### config.mk
export PLATFORM = sky130hd
export DESIGN_NAME = prog_mem
export DESIGN_NICKNAME = d
export VERILOG_FILES = /design/src/rtl/prog_mem_pkg.sv /design/src/rtl/prog_mem_array.sv /design/src/rtl/prog_mem.sv
export SDC_FILE = /design/constraint.sdc
export NUM_CORES = 1
export LEC_CHECK = 0
export BUFFER_PORTS_ARGS = -buffer_cell sky130_fd_sc_hd__buf_4
export CAP_MARGIN = 20
export CORE_AREA = 10 10 122 124
export CTS_CLUSTER_SIZE = 10
export DETAILED_ROUTE_END_ITERATION = 10
export DIE_AREA = 0 0 132 134
export PLACE_DENSITY = 0.79
export REMOVE_ABC_BUFFERS = 1
export SYNTH_ARGS = -nofsm -noshare
export SYNTH_HDL_FRONTEND = slang
export SYNTH_SLANG_ARGS = --single-unit
### constraint.sdc
create_clock -name CLK -period 4.9 [get_ports CLK]
set_input_delay 0.98 -clock CLK [delete_from_list [all_inputs] [get_ports CLK]]
set_output_delay 0.98 -clock CLK [all_outputs]
set_load 0.005 [all_outputs]
### src/rtl/prog_mem_pkg.sv
// Shared definitions for the writable program memory: loader FSM encoding and default fill word.
package prog_mem_pkg;

    typedef enum logic [1:0] {
        ST_CLEAR = 2'd0,
        ST_RUN   = 2'd1,
        ST_LOAD  = 2'd2
    } pm_state_t;

    localparam logic [7:0] FILL_DEFAULT = 8'h00;

endpackage

### src/rtl/prog_mem_array.sv
// DEPTH x DATA_W storage: one synchronous write port, one combinational read port.
// Addresses at or beyond DEPTH read back as FILL.
module prog_mem_array #(
    parameter int                ADDR_W = 4,
    parameter int                DATA_W = 8,
    parameter int                DEPTH  = 16,
    parameter logic [DATA_W-1:0] FILL   = '0
) (
    input  logic              clk,
    input  logic              we,
    input  logic [ADDR_W-1:0] waddr,
    input  logic [DATA_W-1:0] wdata,
    input  logic [ADDR_W-1:0] raddr,
    output logic [DATA_W-1:0] rdata
);

    localparam logic [ADDR_W:0] DEPTH_EXT = (ADDR_W+1)'(DEPTH);

    logic [DATA_W-1:0] mem [DEPTH];

    always_ff @(posedge clk) begin
        if (we)
            mem[waddr] <= wdata;
    end

    always_comb begin
        rdata = FILL;
        if ({1'b0, raddr} < DEPTH_EXT)
            rdata = mem[raddr];
    end

endmodule

### src/rtl/prog_mem.sv
// Writable program memory with combinational fetch and a handshaked loader.
// Clears to FILL after reset; BUSY holds the CPU off while clearing or loading.
module prog_mem
    import prog_mem_pkg::*;
#(
    parameter int                ADDR_W = 4,
    parameter int                DATA_W = 8,
    parameter int                DEPTH  = 16,
    parameter logic [DATA_W-1:0] FILL   = DATA_W'(FILL_DEFAULT)
) (
    input  logic              CLK,
    input  logic              RST_N,
    input  logic [ADDR_W-1:0] ADDR,
    output logic [DATA_W-1:0] COMMAND,
    output logic              BUSY,
    input  logic              LD_START,
    input  logic              LD_VALID,
    output logic              LD_READY,
    input  logic [DATA_W-1:0] LD_DATA,
    input  logic              LD_LAST,
    output logic              LD_DONE,
    output logic              LD_OVF,
    output logic [ADDR_W:0]   LD_COUNT,
    output logic [DATA_W-1:0] CSUM
);

    pm_state_t         state, state_nxt;
    logic [ADDR_W-1:0] ptr;
    logic              last_ptr;
    logic              xfer;
    logic              we;
    logic [DATA_W-1:0] wdata;
    logic [DATA_W-1:0] rdata;

    assign last_ptr = (ptr == ADDR_W'(DEPTH - 1));
    assign xfer     = (state == ST_LOAD) && LD_VALID;
    assign we       = (state == ST_CLEAR) || xfer;
    assign wdata    = (state == ST_CLEAR) ? FILL : LD_DATA;

    assign BUSY     = (state != ST_RUN);
    assign LD_READY = (state == ST_LOAD);
    // Forcing FILL while busy keeps the fetch port away from in-flight writes.
    assign COMMAND  = BUSY ? FILL : rdata;

    always_comb begin
        state_nxt = state;
        case (state)
            ST_CLEAR: if (last_ptr) state_nxt = ST_RUN;
            ST_RUN:   if (LD_START) state_nxt = ST_LOAD;
            ST_LOAD:  if (xfer && (LD_LAST || last_ptr)) state_nxt = ST_RUN;
            default:  state_nxt = ST_CLEAR;
        endcase
    end

    always_ff @(posedge CLK) begin
        if (!RST_N) begin
            state    <= ST_CLEAR;
            ptr      <= '0;
            LD_COUNT <= '0;
            CSUM     <= '0;
            LD_DONE  <= 1'b0;
            LD_OVF   <= 1'b0;
        end else begin
            state <= state_nxt;
            case (state)
                ST_CLEAR: ptr <= last_ptr ? '0 : ptr + 1'b1;
                ST_RUN: begin
                    if (LD_START) begin
                        ptr      <= '0;
                        LD_COUNT <= '0;
                        CSUM     <= '0;
                        LD_DONE  <= 1'b0;
                        LD_OVF   <= 1'b0;
                    end
                end
                ST_LOAD: begin
                    if (xfer) begin
                        ptr      <= last_ptr ? '0 : ptr + 1'b1;
                        LD_COUNT <= LD_COUNT + 1'b1;
                        CSUM     <= CSUM + LD_DATA;
                        if (LD_LAST || last_ptr)
                            LD_DONE <= 1'b1;
                        // A full array without LD_LAST means the image was truncated.
                        if (last_ptr && !LD_LAST)
                            LD_OVF <= 1'b1;
                    end
                end
                default: ptr <= '0;
            endcase
        end
    end

    prog_mem_array #(
        .ADDR_W (ADDR_W),
        .DATA_W (DATA_W),
        .DEPTH  (DEPTH),
        .FILL   (FILL)
    ) u_array (
        .clk   (CLK),
        .we    (we),
        .waddr (ptr),
        .wdata (wdata),
        .raddr (ADDR),
        .rdata (rdata)
    );

endmodule

# After elaboration in Yosys (flattened, before gate mapping)

Memory sizes are Yosys's and may differ from the RTL's.
Cells that the tools add are included.

Bits of input ports: 17
Register bits after elaboration: 21
Bits in writable memories: 128
Memories kept: 1

Memory list:

| memory      | words | width | read ports | clocked after Yosys merged registers in | wr ports | line                 | source |
|---|---|---|---|---|---|---|---|
| u_array.mem | 16    | 8     | 1          | 0                                       | 1        | prog_mem_array.sv:19 | `logic [DATA_W-1:0] mem [DEPTH];` |

Add/subtract/negate cells: 3
Reduce and logical (&&, ||, !) cells: 13
Equal/unequal tests: 10
Mux-type cells: 25

Operator list:

| operator            | count |
|---|---|
| $mux 8              | 4 |
| $pmux 8 s2          | 1 |
| $mux 4              | 3 |
| $pmux 4 s3          | 1 |
| $mux 5              | 2 |
| $ne 2x1->1 const B  | 5 |
| $pmux 5 s2          | 1 |
| $add 8x8->8         | 1 |
| $reduce_and 4->1    | 2 |
| $mux 1              | 7 |
| $mux 2              | 3 |
| $pmux 2 s3          | 1 |
| $reduce_and 3->1    | 2 |
| $add 5x1->5 const B | 1 |
| $add 4x1->4 const B | 1 |
| $eq 4x4->1 const B  | 1 |
| $ne 2x2->1 const B  | 2 |
| $pmux 1 s2          | 2 |
| $logic_and 1x1->1   | 3 |
| $eq 2x1->1 const B  | 1 |
| $eq 2x2->1 const B  | 1 |
| $logic_not 2->1     | 1 |
| $logic_or 1x1->1    | 2 |
| $reduce_and 2->1    | 1 |
| other kinds (2)     | 2 |

# Logic depth before layout (Yosys ltp)

Gate-level depths: netlist of run 1.

Depth after elaboration: 5
Gate-level depth with buffers: 7
Depth with buffers taken out: 7

# Cells and area by module

From an unflattened synthesis of run 1, not the netlist that was laid out.

Cell total of the unflattened synthesis: 376
Area total of the unflattened synthesis: 6327.3 um2

Modules (own cells, without submodules):

| module         | cells an instance | area an instance (um2) | times used | sequential area each (um2) |
|---|---|---|---|---|
| prog_mem_array | 221               | 4987.3                 | 1          | 3843.7 |
| prog_mem       | 155               | 1340.0                 | 1          | 420.4 |

# Worst setup path after synthesis of run 1

No wires, ideal clock.

Path kind: input to output
Start: input ADDR[0]
End: output COMMAND[1]
Required time: 3.920 ns
Stages on the path: 5
Data arrival time: 1.991 ns
Setup slack: 1.929 ns
Path through: buf_6 > buf_6 > mux4_1 > mux2i_1 > o22ai_1

Cells in the longest elaborated chain, start to end: 2

RTL lines:

| what         | line           | source |
|---|---|---|
| from (decl)  | prog_mem.sv:13 | `input logic [ADDR_W-1:0] ADDR,` |
| $mem_v2 16x8 | n/a            |  |
| $mux 8       | prog_mem.sv:43 | `assign COMMAND = BUSY ? FILL : rdata;` |
| to (decl)    | prog_mem.sv:14 | `output logic [DATA_W-1:0] COMMAND,` |

No other way between the ends.

# Worst setup path after layout of run 1

Start: input ADDR[0]
End: output COMMAND[2]

Same word-level chain as after synthesis.

==> results.yml, run 1 <==
global_route:
  grt_pass1_vias: 3541
  antenna_found_initial: 0
  grt_max_degree: 33
  grt_usage_pct: 14.80
  grt_pass1_wl_microns: 20090
  grt_remaining_overflow: 0
sta:
  hold_viol: 0
  period_share_pct: 73.08
  worst_pin_slew_ps: 963.6
  timing.final.max_slew_violations: 0
  whs_ps: 482.6
  maxClockFrequency_ghz: 0.2793
  maxSlewHeadroom_pct: 35.27
  skew_ps: 9.859
  final_period_minus_worst_setup_slack_ps: 3581
  setup_tns_ps: 0
  rsz0062_at_grt: "false"
  timing.final.setup_violations: 0
clocking:
  htreeDepth: 4
  post_cts.repair.setup_buffers: 0
  clock_tree.buffer_depth: 2
  cts.repair.resized: 0
  clock_latency_ps: 410
  path_clk_slew_ps: 60
  clock_sinks: 149
  clock_tree_from_tritoncts: "done"
  hold_buffers: 0
  cts_inserted_buffers: 17
  clockRootBuffer: "sky130_fd_sc_hd__clkbuf_16"
setup_path:
  worst-endpoint-required_ps: 3920
  critical_path.max_stage_delay_ps: 630
  crit_path_end_kind: "output port"
  timing.critical_path.buf_inv: 2
  crit_type: "primary input to output port"
  critPathLaunchType: "primary input"
  cpMaxStageDelayCell: "sky130_fd_sc_hd__mux4_1"
  critical-path-top-cell-by-count: "sky130_fd_sc_hd__buf_4"
  largest_fanout_of_any_net_on_the_critical_path: 32
  worst_ep_arrival_time_ps: 2600
  critical-path-top-delay-family: "multiplexers"
  cp_cell_sequence: "buf_4 -> mux4_1 -> mux2i_1 -> o22ai_1 -> buf_4"
yosys:
  synth.yosys.warnings: 0
  synthesis.area_per_instance_sq_um: 16.96
  syn_area_sq_mm: 0.006379
  synthesis.instances: 376
  ys_seq_area_share_pct: 66.85
  synthTopCellsByArea: "sky130_fd_sc_hd__edfxtp_1 60%, sky130_fd_sc_hd__mux4_1 12%, sky130_fd_sc_hd__dfxtp_1 6.6%"
  main_flop_type_after_synthesis: "sky130_fd_sc_hd__edfxtp_1"
  edff_count_synth: 128
  yosys_register_bits: 149
  synth_async_sr_flop_share_pct: 0
  synth_area_leader_cell: "sky130_fd_sc_hd__edfxtp_1"
  synth_top_cell_area_share_pct: 60.26
  synth_cell_types: 43
place:
  place.gp.congestion: 0.7926
  place_hpwl_microns: 8441
  buffer_ports.inserted: 41
die:
  boundaryPins: 42
  num_rows: 41
  coreArea_sq_mm: 0.01247
  initial_utilization_pct: 51.17
  chip_height_microns: 134
  die_area_sq_mm: 0.01769
  die_width_microns: 132
cells_and_area:
  fillCellCount: 908
  multiInputGateArea_sq_mm: 0.001992
  area.growth.synth_to_final_pct: 16.56
  area.sequential_sq_mm: 0.004264
  layout-drive-gt1-share_pct: 19.86
  antenna_cells: 0
  final_net_count: 460
power_and_ir_drop:
  p_per_area_mw_per_mm2: 359.6
  vdd.ir_drop.worst_mv: 0.1874
  cellLeakagePower_nw: 2.714
detailed_routing:
  drt-initial-drc-count: 313
  drt_drc_violations_left: 0
  drt.antenna.violating_nets: 0
  drtPass1Iterations: 7
  post_drt_wl_per_cell_microns: 20.92
  route.final.wire_length_microns: 12870
  vias_per_cell: 5.792
  routed-via-count: 3562
flow_run:
  max_cap_viol_count: 0
min_path:
  hold_class: "flip-flop to flip-flop"
status:
  status: "complete, no violations"
## final cells by class
type | instances | area share [%]
Timing Repair Buffer | 52 | 5.503
Multi-Input combinational cell | 205 | 26.79
Clock buffer | 17 | 5.722
Clock inverter | 15 | 1.481
Tap cell | 172 | 2.895
Inverter | 5 | 0.2524
Sequential cell | 149 | 57.35
## registers in the layout (all words and copies together) (netlist names)
signal / count
LD_DONE: 1
u_array.mem: 128
LD_OVF: 1
LD_COUNT: 5
state: 2
ptr: 4
CSUM: 8
## report_power, final
| group | switching (mW) | internal [mW] | leakage [nW] | total, mW |
|---|---|---|---|---|
| combinational | 0.0645 | 0.0578 | 1.09 | 0.122 |
| clock | 0.506 | 0.647 | 0.253 | 1.15 |
| sequential | 0.0101 | 1.39 | 1.37 | 1.40 |
| total | 0.581 | 2.09 | 2.71 | 2.67 |
## Yosys cell counts, drive strengths merged (8+ instances only)
library cell and count:
nor2 21, dfxtp 21, ha 12, o22ai 8, edfxtp 128, mux4 32
nand2 16, a21oi 10, nor2b 14, mux2i 16, o21ai 14, buf 11
## placed cells by master (no fill, tap or decap), drive strengths merged, types with 3 or more instances in the layout
cell type	Yosys	routed
buf	11	52
nand2b	4	4
ha	12	12
nor2b	14	14
clkinv	0	9
nand2	16	16
dfxtp	21	21
nand4	5	5
a211oi	3	3
clkinvlp	0	4
clkbuf	6	17
mux2i	16	16
o21ai	14	14
edfxtp	128	128
a31oi	3	3
mux4	32	32
xnor2	3	3
nor2	21	21
nor3	6	6
o22ai	8	8
nand3	5	5
and2	4	4
a21boi	5	5
xor2	6	6
and3	3	3
inv	5	7
a21oi	10	10
## path summary, 6_finish.rpt
kind | startpoint | endpoint | slack (ps) | cells past startpoint
min reg2reg | LD_DONE$_SDFFE_PN0P_ | LD_DONE$_SDFFE_PN0P_ | 480 | 2
max | ADDR[0] | COMMAND[2] | 1320 | 5
min | LD_DONE$_SDFFE_PN0P_ | LD_DONE$_SDFFE_PN0P_ | 480 | 2
max reg2reg | state[0]$_SDFFE_PN0P_ | u_array.mem[1][7]$_DFFE_PP_ | 2640 | 3
## metrics by stage
stage          power [mW]  std cells  worst slack (ps)  util, %  instance area [sq um]
2_1_floorplan       1.489        359              2192        -                   6275
3_3_place_gp        1.539        572              1296    54.53                   6798
3_5_place_dp        1.547        575              1291    54.71                   6820
4_1_cts             2.688        607              1288    59.01                   7356
5_1_grt             2.752        615              1242    59.64                   7435
6_report            2.673        615              1319    59.64                   7435
## cells by family after synthesis
family	Yosys count	share of synthesized area (%)
multiplexers	48	15.52
adder cells (fa/ha/maj)	13	2.668
flip-flops	149	66.85
buffers and inverters	22	1.922
AND/OR/NAND/NOR	82	6.610
XOR/XNOR	9	1.236
AO/OA/AOI/OAI	53	5.198
## layer usage
metal	up-vias	wire length (microns)	GRT usage (%)
met4	0	118	4.017
li1	1627	-	-
met3	10	790	5.041
met2	120	6097	22.55
met5	-	0	0
met1	1805	5859	19.83
## worst min-delay path, delay by kind of cell (launching register included)
kind	cells	cell delay [ps]
flip-flops	1	310
AO/OA/AOI/OAI	1	70
AND/OR/NAND/NOR	1	50
(Power assumes the default switching activity.)
==> inputs of run 2 (changes only) <==
Clock period 4.9 ns to 3.3 ns, I/O delays scaled along.
==> run 2 against run 1 <==
  * Die area stayed put
  * Global-route usage is 0.33 points higher
  * Clock-buffer cell count is 2 higher
  * Via count is 0.14% higher
  * Clock skew is 1.7 ps lower
  * Critical path depth is 1 lower
  * Register-to-register slack worse by 1500 ps
  * Flip-flop and latch count stayed put
  * First-iteration DRC count is 6.1% higher
  * Clock power is 60% higher
  * Sequential power is 48% higher
  * Final cell count is 0.65% higher
  * Highest routed layer unchanged
==> results.yml, run 2 (same netlist as run 1, synthesis figures left out) <==
global_route:
  grt_max_degree: 33
  antenna_found_initial: 0
  grt_usage_pct: 15.14
  grt_remaining_overflow: 0
  grt_pass1_wl_microns: 20370
  grt_pass1_vias: 3701
setup_path:
  critPathLaunchType: "flip-flop"
  r2r.worst_path.cells: 3
  r2r_slack_ps: 1110
  worst-endpoint-required_ps: 2640
  crit_type: "flip-flop to output port"
  cp_cell_sequence: "nor2b_1 -> nand2b_1 -> o22ai_1 -> buf_4"
  critical_path.max_stage_delay_ps: 570
  crit-reg2reg-launch: "state[0]$_SDFFE_PN0P_"
  largest_fanout_of_any_net_on_the_critical_path: 13
  crit_path_end_kind: "output port"
  reg2reg_to: "u_array.mem[14][6]$_DFFE_PP_"
  cpMaxStageDelayCell: "sky130_fd_sc_hd__dfxtp_1"
  critical-path-top-delay-family: "simple AND/OR/NAND/NOR gates"
  worst_ep_arrival_time_ps: 2340
  timing.critical_path.buf_inv: 1
flow_run:
  max_cap_viol_count: 0
min_path:
  hold_class: "flip-flop to flip-flop"
  hold-path-cell-count: 2
  timing.hold.worst.start: "LD_OVF$_SDFFE_PN0P_"
  timing.hold.worst_endpoint: "LD_OVF$_SDFFE_PN0P_"
die:
  initial_utilization_pct: 51.17
  coreArea_sq_mm: 0.01247
  die_area_sq_mm: 0.01769
  num_rows: 41
  die_width_microns: 132
  boundaryPins: 42
  chip_height_microns: 134
place:
  place_hpwl_microns: 8717
  buffer_ports.inserted: 41
  place.gp.congestion: 0.7770
  placedInstanceArea_sq_mm: 0.006900
sta:
  maxClockFrequency_ghz: 0.3333
  worst_pin_slew_ps: 1125
  hold_viol: 0
  period_share_pct: 90.91
  final_period_minus_worst_setup_slack_ps: 3000
  setup_tns_ps: 0
  timing.final.max_slew_violations: 0
  rsz0062_at_grt: "false"
  maxSlewHeadroom_pct: 24.83
  skew_ps: 8.123
  timing.final.setup_violations: 0
detailed_routing:
  post_drt_wl_per_cell_microns: 21.29
  drt.antenna.violating_nets: 0
  drt_drc_violations_left: 0
  drtPass1Iterations: 5
  routed-via-count: 3567
  vias_per_cell: 5.763
  route.final.wire_length_microns: 13180
  drt-initial-drc-count: 332
cells_and_area:
  area.growth.synth_to_final_pct: 17.44
  final_net_count: 464
  design_area_sq_mm: 0.007491
  antenna_cells: 0
  largest_register_ff_count: 128
  layout-drive-gt1-share_pct: 20.13
  fillCellCount: 899
  final_common_cell: "sky130_fd_sc_hd__edfxtp_1"
  top_regs: "u_array.mem (128), CSUM (8), LD_COUNT (5)"
  finalCoreUtilization_pct: 60.09
  regMostFlops: "u_array.mem"
  most-common-layout-cells: "128 x sky130_fd_sc_hd__edfxtp_1, 55 x sky130_fd_sc_hd__buf_4, 29 x sky130_fd_sc_hd__mux4_1, 21 x sky130_fd_sc_hd__dfxtp_1, 21 x sky130_fd_sc_hd__nor2_1"
power_and_ir_drop:
  p_per_area_mw_per_mm2: 548.2
  p_comb_share_pct: 4.6
  power.internal_mw: 3.258
  vdd.ir_drop.worst_mv: 0.3945
  p_sw_share_pct: 20.66
  cellLeakagePower_nw: 2.748
  p_seq_share_pct: 50.5
  power.switching_mw: 0.8484
  share_clk_of_total_power_pct: 44.9
status:
  status: "complete, no violations"
clocking:
  htreeDepth: 4
  post_cts.repair.setup_buffers: 0
  clock_tree.buffer_depth: 2
  hold_buffers: 0
  path_clk_slew_ps: 60
  cts.repair.resized: 0
  clockRootBuffer: "sky130_fd_sc_hd__clkbuf_16"
  clock_sinks: 149
  clock_latency_ps: 420
  clock_tree_from_tritoncts: "done"
  cts_inserted_buffers: 17
run 2: changes by cell type in the layout (fill, tap and decap cells not counted), sizes merged:
cell	change
buf	+4
clkinv	-2
inv	-2
bufinv	+2
clkbuf	+2
run 2: metal layers:
| layer | track usage (%) | share of wire [%] |
|---|---|---|
| met1 | 18.56 | 44 |
| met2 | 24.71 | 49 |
| met3 | 4.966 | 6.3 |
| met4 | 5.192 | 1.3 |
| met5 | 0 | 0 |
run 2: worst register-to-register path, cell delays in order (launching register included):
cell	delay (ps)
sky130_fd_sc_hd__dfxtp_1	430
sky130_fd_sc_hd__a21oi_1	440
sky130_fd_sc_hd__nand2_1	210
sky130_fd_sc_hd__nor2_1	720
run 2: worst max-delay path by stage:
stage                                     start                           to  slack (ps)  cells past startpoint
after floorplan                        LD_VALID  u_array.mem[0][0]$_DFFE_PP_        1140                      4
after global placement                  ADDR[0]                   COMMAND[6]         470                      6
after detailed placement                ADDR[0]                   COMMAND[6]         440                      6
after CTS                 state[0]$_SDFFE_PN0P_                   COMMAND[4]         310                      4
after global routing      state[0]$_SDFFE_PN0P_                   COMMAND[4]         150                      4
final                     state[0]$_SDFFE_PN0P_                   COMMAND[4]         300                      4
run 2: power by group through the flow:
stage | sequential [mW] | clock, mW | combinational (mW)
detailed placement | 2.11 | 0 | 0.190
global route | 2.08 | 1.95 | 0.204
global placement | 2.11 | 0 | 0.185
finish | 2.07 | 1.84 | 0.189
CTS | 2.07 | 1.86 | 0.191
floorplan | 2.11 | 0 | 0.104
run 2: cell type report:
class	instances	area, sq um	share of cell area, %
clock buffer	19	432.9	5.779
inverter	5	18.77	0.2505
clock inverter	13	135.1	1.804
timing repair buffer	56	432.9	5.779
tap	172	215.2	2.873
sequential	149	4264	56.92
multi-input combinational	205	1992	26.59
run 2: per-stage QoR:
stage | setup WS, ps | total power, mW | std cells | hold slack (ps)
after floorplan | 1135 | 2.211 | 359 | 457.4
after global placement | 467.9 | 2.295 | 584 | 456.1
after detailed placement | 443.7 | 2.304 | 584 | 461.3
after CTS | 313.7 | 4.128 | 616 | 485.2
after global routing | 155.0 | 4.227 | 619 | 515.9
final | 299.9 | 4.107 | 619 | 484.8
